==> src/rtl/pipe_seq_pkg.sv <==
// pipe_seq_pkg: state codes and trap causes shared by the pipeline sequencer
package pipe_seq_pkg;
   typedef enum logic [3:0] {
      IDLE   = 4'd0,
      FETCH  = 4'd1,
      DECODE = 4'd2,
      EXEC   = 4'd3,
      MEM    = 4'd4,
      WB     = 4'd5,
      TRAP   = 4'd6
   } state_t;
   localparam logic [1:0] CAUSE_ECALL  = 2'd0;
   localparam logic [1:0] CAUSE_EBREAK = 2'd1;
   localparam logic [1:0] CAUSE_BUS_TO = 2'd2;
endpackage

==> src/rtl/pipe_seq_ctrl_if.sv <==
// pipe_seq_ctrl_if: sequencer bundle towards IFU, decoder, ALU/LSU and register file
interface pipe_seq_ctrl_if;
   logic       run;
   logic       ifu_valid;
   logic       ifu_req;
   logic       dec_load_en;
   logic       dec_store_en;
   logic       dec_jump_en;
   logic       dec_branch_en;
   logic       dec_ecall;
   logic       dec_ebreak;
   logic       br_taken;
   logic       lsu_req;
   logic       lsu_ready;
   logic [3:0] cycle_cnt;
   logic       ifu_dec_stall;
   logic       rf_we;
   logic       pc_we;
   logic       flush;
   logic       trap;
   logic [1:0] trap_cause;
   logic       busy;
   modport master (
      input  run, ifu_valid, dec_load_en, dec_store_en, dec_jump_en, dec_branch_en,
             dec_ecall, dec_ebreak, br_taken, lsu_ready,
      output ifu_req, lsu_req, cycle_cnt, ifu_dec_stall, rf_we, pc_we, flush, trap,
             trap_cause, busy
   );
   modport slave (
      output run, ifu_valid, dec_load_en, dec_store_en, dec_jump_en, dec_branch_en,
             dec_ecall, dec_ebreak, br_taken, lsu_ready,
      input  ifu_req, lsu_req, cycle_cnt, ifu_dec_stall, rf_we, pc_we, flush, trap,
             trap_cause, busy
   );
endinterface

==> src/rtl/pipe_seq_perf.sv <==
// pipe_seq_perf: free-running retire and stall counters, wrapping at 2^32
module pipe_seq_perf (
   input  logic        clk,
   input  logic        rst,
   input  logic        retire,
   input  logic        stall,
   output logic [31:0] retire_cnt,
   output logic [31:0] stall_cnt
);
   // count WB cycles and wait cycles
   always_ff @(posedge clk) begin
      if (rst) begin
         retire_cnt <= '0;
         stall_cnt  <= '0;
      end else begin
         retire_cnt <= retire_cnt + {31'd0, retire};
         stall_cnt  <= stall_cnt + {31'd0, stall};
      end
   end
endmodule

==> src/rtl/pipe_seq_ctrl.sv <==
// pipe_seq_ctrl: multi-cycle sequencer FSM; PIPE_SEQ_PERF_CNT_EN adds retire/stall counters
module pipe_seq_ctrl
   import pipe_seq_pkg::*;
#(
   parameter int MEM_TIMEOUT = 15
) (
   input logic            hclk,
   input logic            hrst,
   pipe_seq_ctrl_if.master bus
`ifdef PIPE_SEQ_PERF_CNT_EN
   ,
   output logic [31:0]    retire_cnt,
   output logic [31:0]    stall_cnt
`endif
);
   localparam logic [3:0] TO_LAST = 4'(MEM_TIMEOUT - 1);
   state_t     state, nxt;
   logic       xfer, nowb;
   logic [3:0] tcnt;
   logic [1:0] cause;
   // state register, MEM wait counter, EXEC-latched flags and sticky trap cause
   always_ff @(posedge hclk) begin
      if (hrst) begin
         state <= IDLE;
         xfer  <= 1'b0;
         nowb  <= 1'b0;
         tcnt  <= 4'd0;
         cause <= CAUSE_ECALL;
      end else begin
         state <= nxt;
         tcnt  <= (state == MEM) ? tcnt + {3'd0, !bus.lsu_ready} : 4'd0;
         if (state == EXEC) begin
            xfer <= bus.dec_jump_en | (bus.dec_branch_en & bus.br_taken);
            nowb <= bus.dec_store_en | bus.dec_branch_en;
         end
         if (nxt == TRAP)
            cause <= (state == MEM) ? CAUSE_BUS_TO : bus.dec_ecall ? CAUSE_ECALL : CAUSE_EBREAK;
      end
   end
   // next state; unused codes fall back to IDLE
   always_comb begin
      nxt = IDLE;
      case (state)
         IDLE:    nxt = bus.run ? FETCH : IDLE;
         FETCH:   nxt = bus.ifu_valid ? DECODE : FETCH;
         DECODE:  nxt = EXEC;
         EXEC:    nxt = (bus.dec_ecall | bus.dec_ebreak) ? TRAP :
                        (bus.dec_load_en | bus.dec_store_en) ? MEM : WB;
         MEM:     nxt = bus.lsu_ready ? WB : (tcnt == TO_LAST) ? TRAP : MEM;
         WB:      nxt = bus.run ? FETCH : IDLE;
         TRAP:    nxt = IDLE;
         default: nxt = IDLE;
      endcase
   end
   assign bus.cycle_cnt     = state;
   assign bus.ifu_req       = state == FETCH;
   assign bus.lsu_req       = state == MEM;
   assign bus.ifu_dec_stall = state != DECODE;
   assign bus.rf_we         = (state == WB) & !nowb;
   assign bus.pc_we         = (state == WB) | (state == TRAP);
   assign bus.flush         = (state == TRAP) | ((state == WB) & xfer);
   assign bus.trap          = state == TRAP;
   assign bus.trap_cause    = cause;
   assign bus.busy          = state != IDLE;
`ifdef PIPE_SEQ_PERF_CNT_EN
   pipe_seq_perf u_perf (
      .clk        (hclk),
      .rst        (hrst),
      .retire     (state == WB),
      .stall      (((state == FETCH) & !bus.ifu_valid) | ((state == MEM) & !bus.lsu_ready)),
      .retire_cnt (retire_cnt),
      .stall_cnt  (stall_cnt)
   );
`endif
endmodule

==> src/flat_wrapper.sv <==
// flat-port wrapper written by rule: the top's interface ports become plain ports
module pipe_seq_ctrl_flat import pipe_seq_pkg::*;
#(
   parameter int MEM_TIMEOUT = 15
)
  (hclk, hrst, bus_run, bus_ifu_valid, bus_dec_load_en, bus_dec_store_en, bus_dec_jump_en, bus_dec_branch_en, bus_dec_ecall, bus_dec_ebreak, bus_br_taken, bus_lsu_ready, bus_ifu_req, bus_lsu_req, bus_cycle_cnt, bus_ifu_dec_stall, bus_rf_we, bus_pc_we, bus_flush, bus_trap, bus_trap_cause, bus_busy);
  pipe_seq_ctrl_if bus_i ();
  input logic hclk;
  input logic hrst;
  input wire logic [$bits(bus_i.run)-1:0] bus_run;
  input wire logic [$bits(bus_i.ifu_valid)-1:0] bus_ifu_valid;
  input wire logic [$bits(bus_i.dec_load_en)-1:0] bus_dec_load_en;
  input wire logic [$bits(bus_i.dec_store_en)-1:0] bus_dec_store_en;
  input wire logic [$bits(bus_i.dec_jump_en)-1:0] bus_dec_jump_en;
  input wire logic [$bits(bus_i.dec_branch_en)-1:0] bus_dec_branch_en;
  input wire logic [$bits(bus_i.dec_ecall)-1:0] bus_dec_ecall;
  input wire logic [$bits(bus_i.dec_ebreak)-1:0] bus_dec_ebreak;
  input wire logic [$bits(bus_i.br_taken)-1:0] bus_br_taken;
  input wire logic [$bits(bus_i.lsu_ready)-1:0] bus_lsu_ready;
  output wire logic [$bits(bus_i.ifu_req)-1:0] bus_ifu_req;
  output wire logic [$bits(bus_i.lsu_req)-1:0] bus_lsu_req;
  output wire logic [$bits(bus_i.cycle_cnt)-1:0] bus_cycle_cnt;
  output wire logic [$bits(bus_i.ifu_dec_stall)-1:0] bus_ifu_dec_stall;
  output wire logic [$bits(bus_i.rf_we)-1:0] bus_rf_we;
  output wire logic [$bits(bus_i.pc_we)-1:0] bus_pc_we;
  output wire logic [$bits(bus_i.flush)-1:0] bus_flush;
  output wire logic [$bits(bus_i.trap)-1:0] bus_trap;
  output wire logic [$bits(bus_i.trap_cause)-1:0] bus_trap_cause;
  output wire logic [$bits(bus_i.busy)-1:0] bus_busy;
  assign bus_i.run = bus_run;
  assign bus_i.ifu_valid = bus_ifu_valid;
  assign bus_i.dec_load_en = bus_dec_load_en;
  assign bus_i.dec_store_en = bus_dec_store_en;
  assign bus_i.dec_jump_en = bus_dec_jump_en;
  assign bus_i.dec_branch_en = bus_dec_branch_en;
  assign bus_i.dec_ecall = bus_dec_ecall;
  assign bus_i.dec_ebreak = bus_dec_ebreak;
  assign bus_i.br_taken = bus_br_taken;
  assign bus_i.lsu_ready = bus_lsu_ready;
  assign bus_ifu_req = bus_i.ifu_req;
  assign bus_lsu_req = bus_i.lsu_req;
  assign bus_cycle_cnt = bus_i.cycle_cnt;
  assign bus_ifu_dec_stall = bus_i.ifu_dec_stall;
  assign bus_rf_we = bus_i.rf_we;
  assign bus_pc_we = bus_i.pc_we;
  assign bus_flush = bus_i.flush;
  assign bus_trap = bus_i.trap;
  assign bus_trap_cause = bus_i.trap_cause;
  assign bus_busy = bus_i.busy;
  pipe_seq_ctrl #(.MEM_TIMEOUT(MEM_TIMEOUT)) u_core (.hclk(hclk), .hrst(hrst), .bus(bus_i));
endmodule
==> config.mk <==
export PLATFORM = sky130hd
export DESIGN_NAME = pipe_seq_ctrl_flat
export DESIGN_NICKNAME = d
export VERILOG_FILES = /design/src/rtl/pipe_seq_pkg.sv /design/src/rtl/pipe_seq_ctrl_if.sv /design/src/rtl/pipe_seq_perf.sv /design/src/rtl/pipe_seq_ctrl.sv /design/src/flat_wrapper.sv
export SDC_FILE = /design/constraint.sdc
export NUM_CORES = 1
export LEC_CHECK = 0
export CORE_ASPECT_RATIO = 0.9
export CORE_MARGIN = 5
export CORE_UTILIZATION = 37
export CTS_CLUSTER_DIAMETER = 120
export DETAILED_ROUTE_END_ITERATION = 8
export PLACE_DENSITY = 0.75
export SYNTH_ARGS = -nofsm -noshare
export SYNTH_HDL_FRONTEND = slang
export SYNTH_SLANG_ARGS = --single-unit
==> constraint.sdc <==
create_clock -name hclk -period 1.28 [get_ports hclk]
set_clock_uncertainty 0.05 [all_clocks]
set_input_delay 0.256 -clock hclk [delete_from_list [all_inputs] [get_ports hclk]]
set_output_delay 0.256 -clock hclk [all_outputs]
set_load 0.1 [all_outputs]
======== After elaboration in Yosys (flattened, before gate mapping) ========
Index checks and enable logic that the tools add are counted.
word-level totals
  register bits ........................... 12
  bits of input ports ..................... 12
  output and inout bits ................... 14
  logic and storage cells ................. 40
cells by class
  $add $sub $neg .......................... 1
  equality and inequality tests ........... 9
  multiplexer cells ....................... 9
  bitwise operators ....................... 10
  reduce and logical (&&, ||, !) cells .... 6
operator list
  operator                                               number
  case mux 4 bit (5 select lines)                        1
  == test 4 x 3 -> 1 bit, second input constant          4
  == test 4 x 2 -> 1 bit, second input constant          2
  2-to-1 mux 4 bit                                       2
  2-to-1 mux 2 bit                                       3
  bitwise OR 1 bit                                       6
  adder 4 x 1 -> 4 bit                                   1
  == test 4 x 1 -> 1 bit, second input constant          1
  == test 4 bit, second input constant                   1
  zero test 4 bit                                        1
  inequality test 4 x 2 -> 1 bit, second input constant  1
  nonzero test 4 bit                                     1
  OR reduction 2 bit                                     2
  AND 1 bit                                              3
  2-to-1 mux 1 bit                                       3
  zero test 1 bit                                        2
  inverter 1 bit                                         1

======== Longest topological paths before layout ========
  word-level depth ........................ 5
  mapped depth ............................ 5

======== Least setup slack after synthesis ========
Ideal clock, no wire load.
  path kind ............................... reg-to-output
  from .................................... reg u_core.state[0], in the netlist u_core.bus.cycle_cnt[0]
  to ...................................... out bus_flush
  arrival ................................. 3829 ps
  required time ........................... 974 ps
  slack ................................... -2855 ps
  cell stages (with the launch flop) ...... 5
  path buffers ............................ 1
  cell sequence ........................... dfxtp_1 > buf_6 > or2b_1 > a21boi_1 > o21a_1
between the ends
  longest elaborated chain between the ends .. 3
  elaborated cells between the ends (all ways) .. 4
ends and longest elaborated chain
  element                 RTL line             RTL
  start, declared         pipe_seq_ctrl.sv:17  state_t state, nxt;
  start signal, assigned  pipe_seq_ctrl.sv:30  state <= nxt;
  == test 4 x 3 -> 1 bit  pipe_seq_ctrl.sv:61  assign bus.flush = (state == TRAP) | ((state == WB) & xfer);
  AND 1 bit               pipe_seq_ctrl.sv:61
  bitwise OR 1 bit *      pipe_seq_ctrl.sv:61
  end, declared           flat_wrapper.sv:26   output wire logic [$bits(bus_i.flush)-1:0] bus_flush;
Every way passes the cells marked *; elsewhere a longest branch is shown, timed or not.

======== Final worst setup path ========
Ends and elaborated chain as after synthesis.

==> impl_metrics.toml <==
[place]
place_inst = 136
hpwl_mm = 1.55
dpl-instance-area_mm2 = 0.00123
dp_slack_ps = -348
gp_congestion = 0.762
port_buffers = 24

[yosys]
yosysTopAreaCellShare_pct = 34.9
synth_edf_count = 0
synth.area.top_cells = "dfxtp_1, nor3_1, nor2_1"
synthArstFlopShare_pct = 0
syn_area_per_cell_um2 = 8.66
ys.warnings.count = 0
yosysSeqAreaShare_pct = 34.9
synthCells = 73
synth_top_flop_cell = "dfxtp_1"
synth_most_common_cell = "dfxtp_1"
yosysUniqueCellTypes = 37
synth_top_cell_by_area = "dfxtp_1"
netlist_top_cells_count = "dfxtp_1, nor2_1, nor3_1"
synth_area_um2 = 632
postSynthNetCount = 87
synth-seq-cells = 11

[setup_path]
worstSetupPathType = "reg2out"
worstPathArrival_ps = 1430
worstSetupEndpointType = "output port"
r2r-start = "u_core.bus.cycle_cnt[0]"
rrSetupSlack_ps = -210
critPathLaunchType = "flip-flop"
critPathRequiredTime_ps = 970
reg2reg_depth = 4
worstPathMaxFanout = 7
worst_r2r_endpoint = "u_core.bus.cycle_cnt[1]"

[global_route]
grt_overflow = 0
grt_use_total_pct = 17.1
grt_max_degree = 9
first_global_vias = 789
grt_pass1_wl_mm = 3.26
antenna_found_initial = 0

[hold_path]
whs_path_depth = 2
whs_endpoint = "u_core.bus.trap_cause[0]"
hold_class = "reg2reg"
hp-start = "u_core.bus.trap_cause[0]"

[routing]
wirelength_mm = 2.24
route.antenna.remaining_nets = 0
drt_first_pass_iters = 4
drt_iter0_markers = 9
dr_total_vias = 746
wl_met3_um = 105
wl_met1_um = 792
wl_met2_mm = 1.23
wl_per_cell_um = 15.5
drc_errors = 0
routed_via_density = 5.18
top_layer_used = "met4"

[clock_tree]
clk_pin_slew_ps = 70
cts_max_level = 1
clock_latency_ps = 270
cts_hold_buf = 0
clk_path_buf_depth = 2
cts_buffers = 3
cts_tree = "built"
cts_num_sinks = 11
ctsRootBufferMaster = "clkbuf_4"

[sta]
fmax_mhz = 576
fin_crit_sh_pct = 136
finalSetupViolCount = 16
fin_crit_ps = 1740
layout_setup_ws_ps = -455
hold_viol_final = 0
drv_slew = 0
rsz0062_at_grt = "true"

[final_layout]
final_core_util_pct = 83.4
fin_cells = 144
final_nets = 135
drive_above_1_share_pct = 56.7
diodes = 0
stdcell_area_mm2 = 0.00137
synthToLayoutAreaGrowth_pct = 117

[outcome]
violations = "setup timing"
outcome = "finished with violations"

[die]
io_pins = 26
start_util_pct = 38.4
die_x_um = 53.6
die-area_mm2 = 0.00264
fp.coreArea_mm2 = 0.00165
die_h_um = 49.2
std_cell_rows = 14

[power_and_ir_drop]
power_density_mw_per_mm2 = 780
vdd_drop_max_mv = 0.585
total_power_uw = 1070
leakagePower_uw = 0.000529

[flow_run]
maxCapViolations = 0
==> kinds of logic (layout without fill, tap and decap cells) <==
kind of cell	after synthesis	after routing	synth area share (%)
and+or+nand+nor	35	35	33.7
xor gates and xnor gates	2	2	2.77
DFF	11	11	34.9
adders and majority gates	2	2	3.96
buffers and inverters	9	56	8.32
other	1	1	0.593
AOI/OAI and AO/OA	13	13	15.8
==> worst max-delay path: stages (launching register included) <==
cell and delay, ps:
dfxtp_4 370, or2b_4 300, a21boi_4 160, o21a_4 150, buf_12 160
==> registers in the layout, indices dropped and copies added (netlist names) <==
signal,flops
u_core.bus.trap_cause,2
u_core.tcnt,4
u_core.nowb,1
u_core.bus.cycle_cnt,3
u_core.xfer,1
==> per-layer routing <==
layer | vias to the layer above | GRT usage, %
met4 | 0 | 11.9
met1 | 355 | 14.0
met5 | - | 0
li1 | 349 | -
met3 | 12 | 3.98
met2 | 30 | 33.3
==> layout by cell type, fill, tap and decap left out, types with 3 or more instances in the layout <==
cell type	count
dfxtp_1	8
buf_12	13
nor2_1	5
nor3_2	5
dfxtp_4	3
clkdlybuf4s50_1	11
clkbuf_4	3
buf_4	18
buf_6	6
==> where the power goes <==
group | switching [µW] | internal (µW) | total (µW)
logic | 266 | 205 | 470
clock network | 118 | 121 | 238
registers | 13.3 | 350 | 364
==> cell type report <==
class                      instances  area, µm²
tap                               24       30.0
fill                             101        273
clock buffer                       4       26.3
inverter                           3       15.0
multi-input combinational         53        483
timing repair buffer              49        588
sequential                        11        231
==> what timing repair did <==
item                                   in CTS  in global routing
pin swaps                                   3                  4
gates resized for setup                     9                 11
setup endpoints to repair                  16                 20
endpoints found under the hold margin       0                  0
setup buffers                               2                  6
==> through the flow <==
| stage | TNS (ps) | hold WS, ps |
|---|---|---|
| after floorplan | -6040 | 338 |
| after global placement | -2450 | 447 |
| after detailed placement | -2750 | 453 |
| after CTS | -3900 | 463 |
| after global routing | -5080 | 510 |
| final | -4170 | 460 |
==> how the worst max path moves through the flow <==
stage / from / endpoint / cells after the start
finish: u_core.bus.cycle_cnt[0] / bus_flush / 4
global placement: bus_dec_store_en / u_core.bus.cycle_cnt[0] / 4
CTS: u_core.bus.cycle_cnt[0] / bus_flush / 4
global route: u_core.bus.cycle_cnt[0] / bus_flush / 4
floorplan: u_core.bus.cycle_cnt[0] / bus_flush / 4
detailed placement: bus_dec_store_en / u_core.bus.cycle_cnt[0] / 4
(Power assumes the default switching activity.)
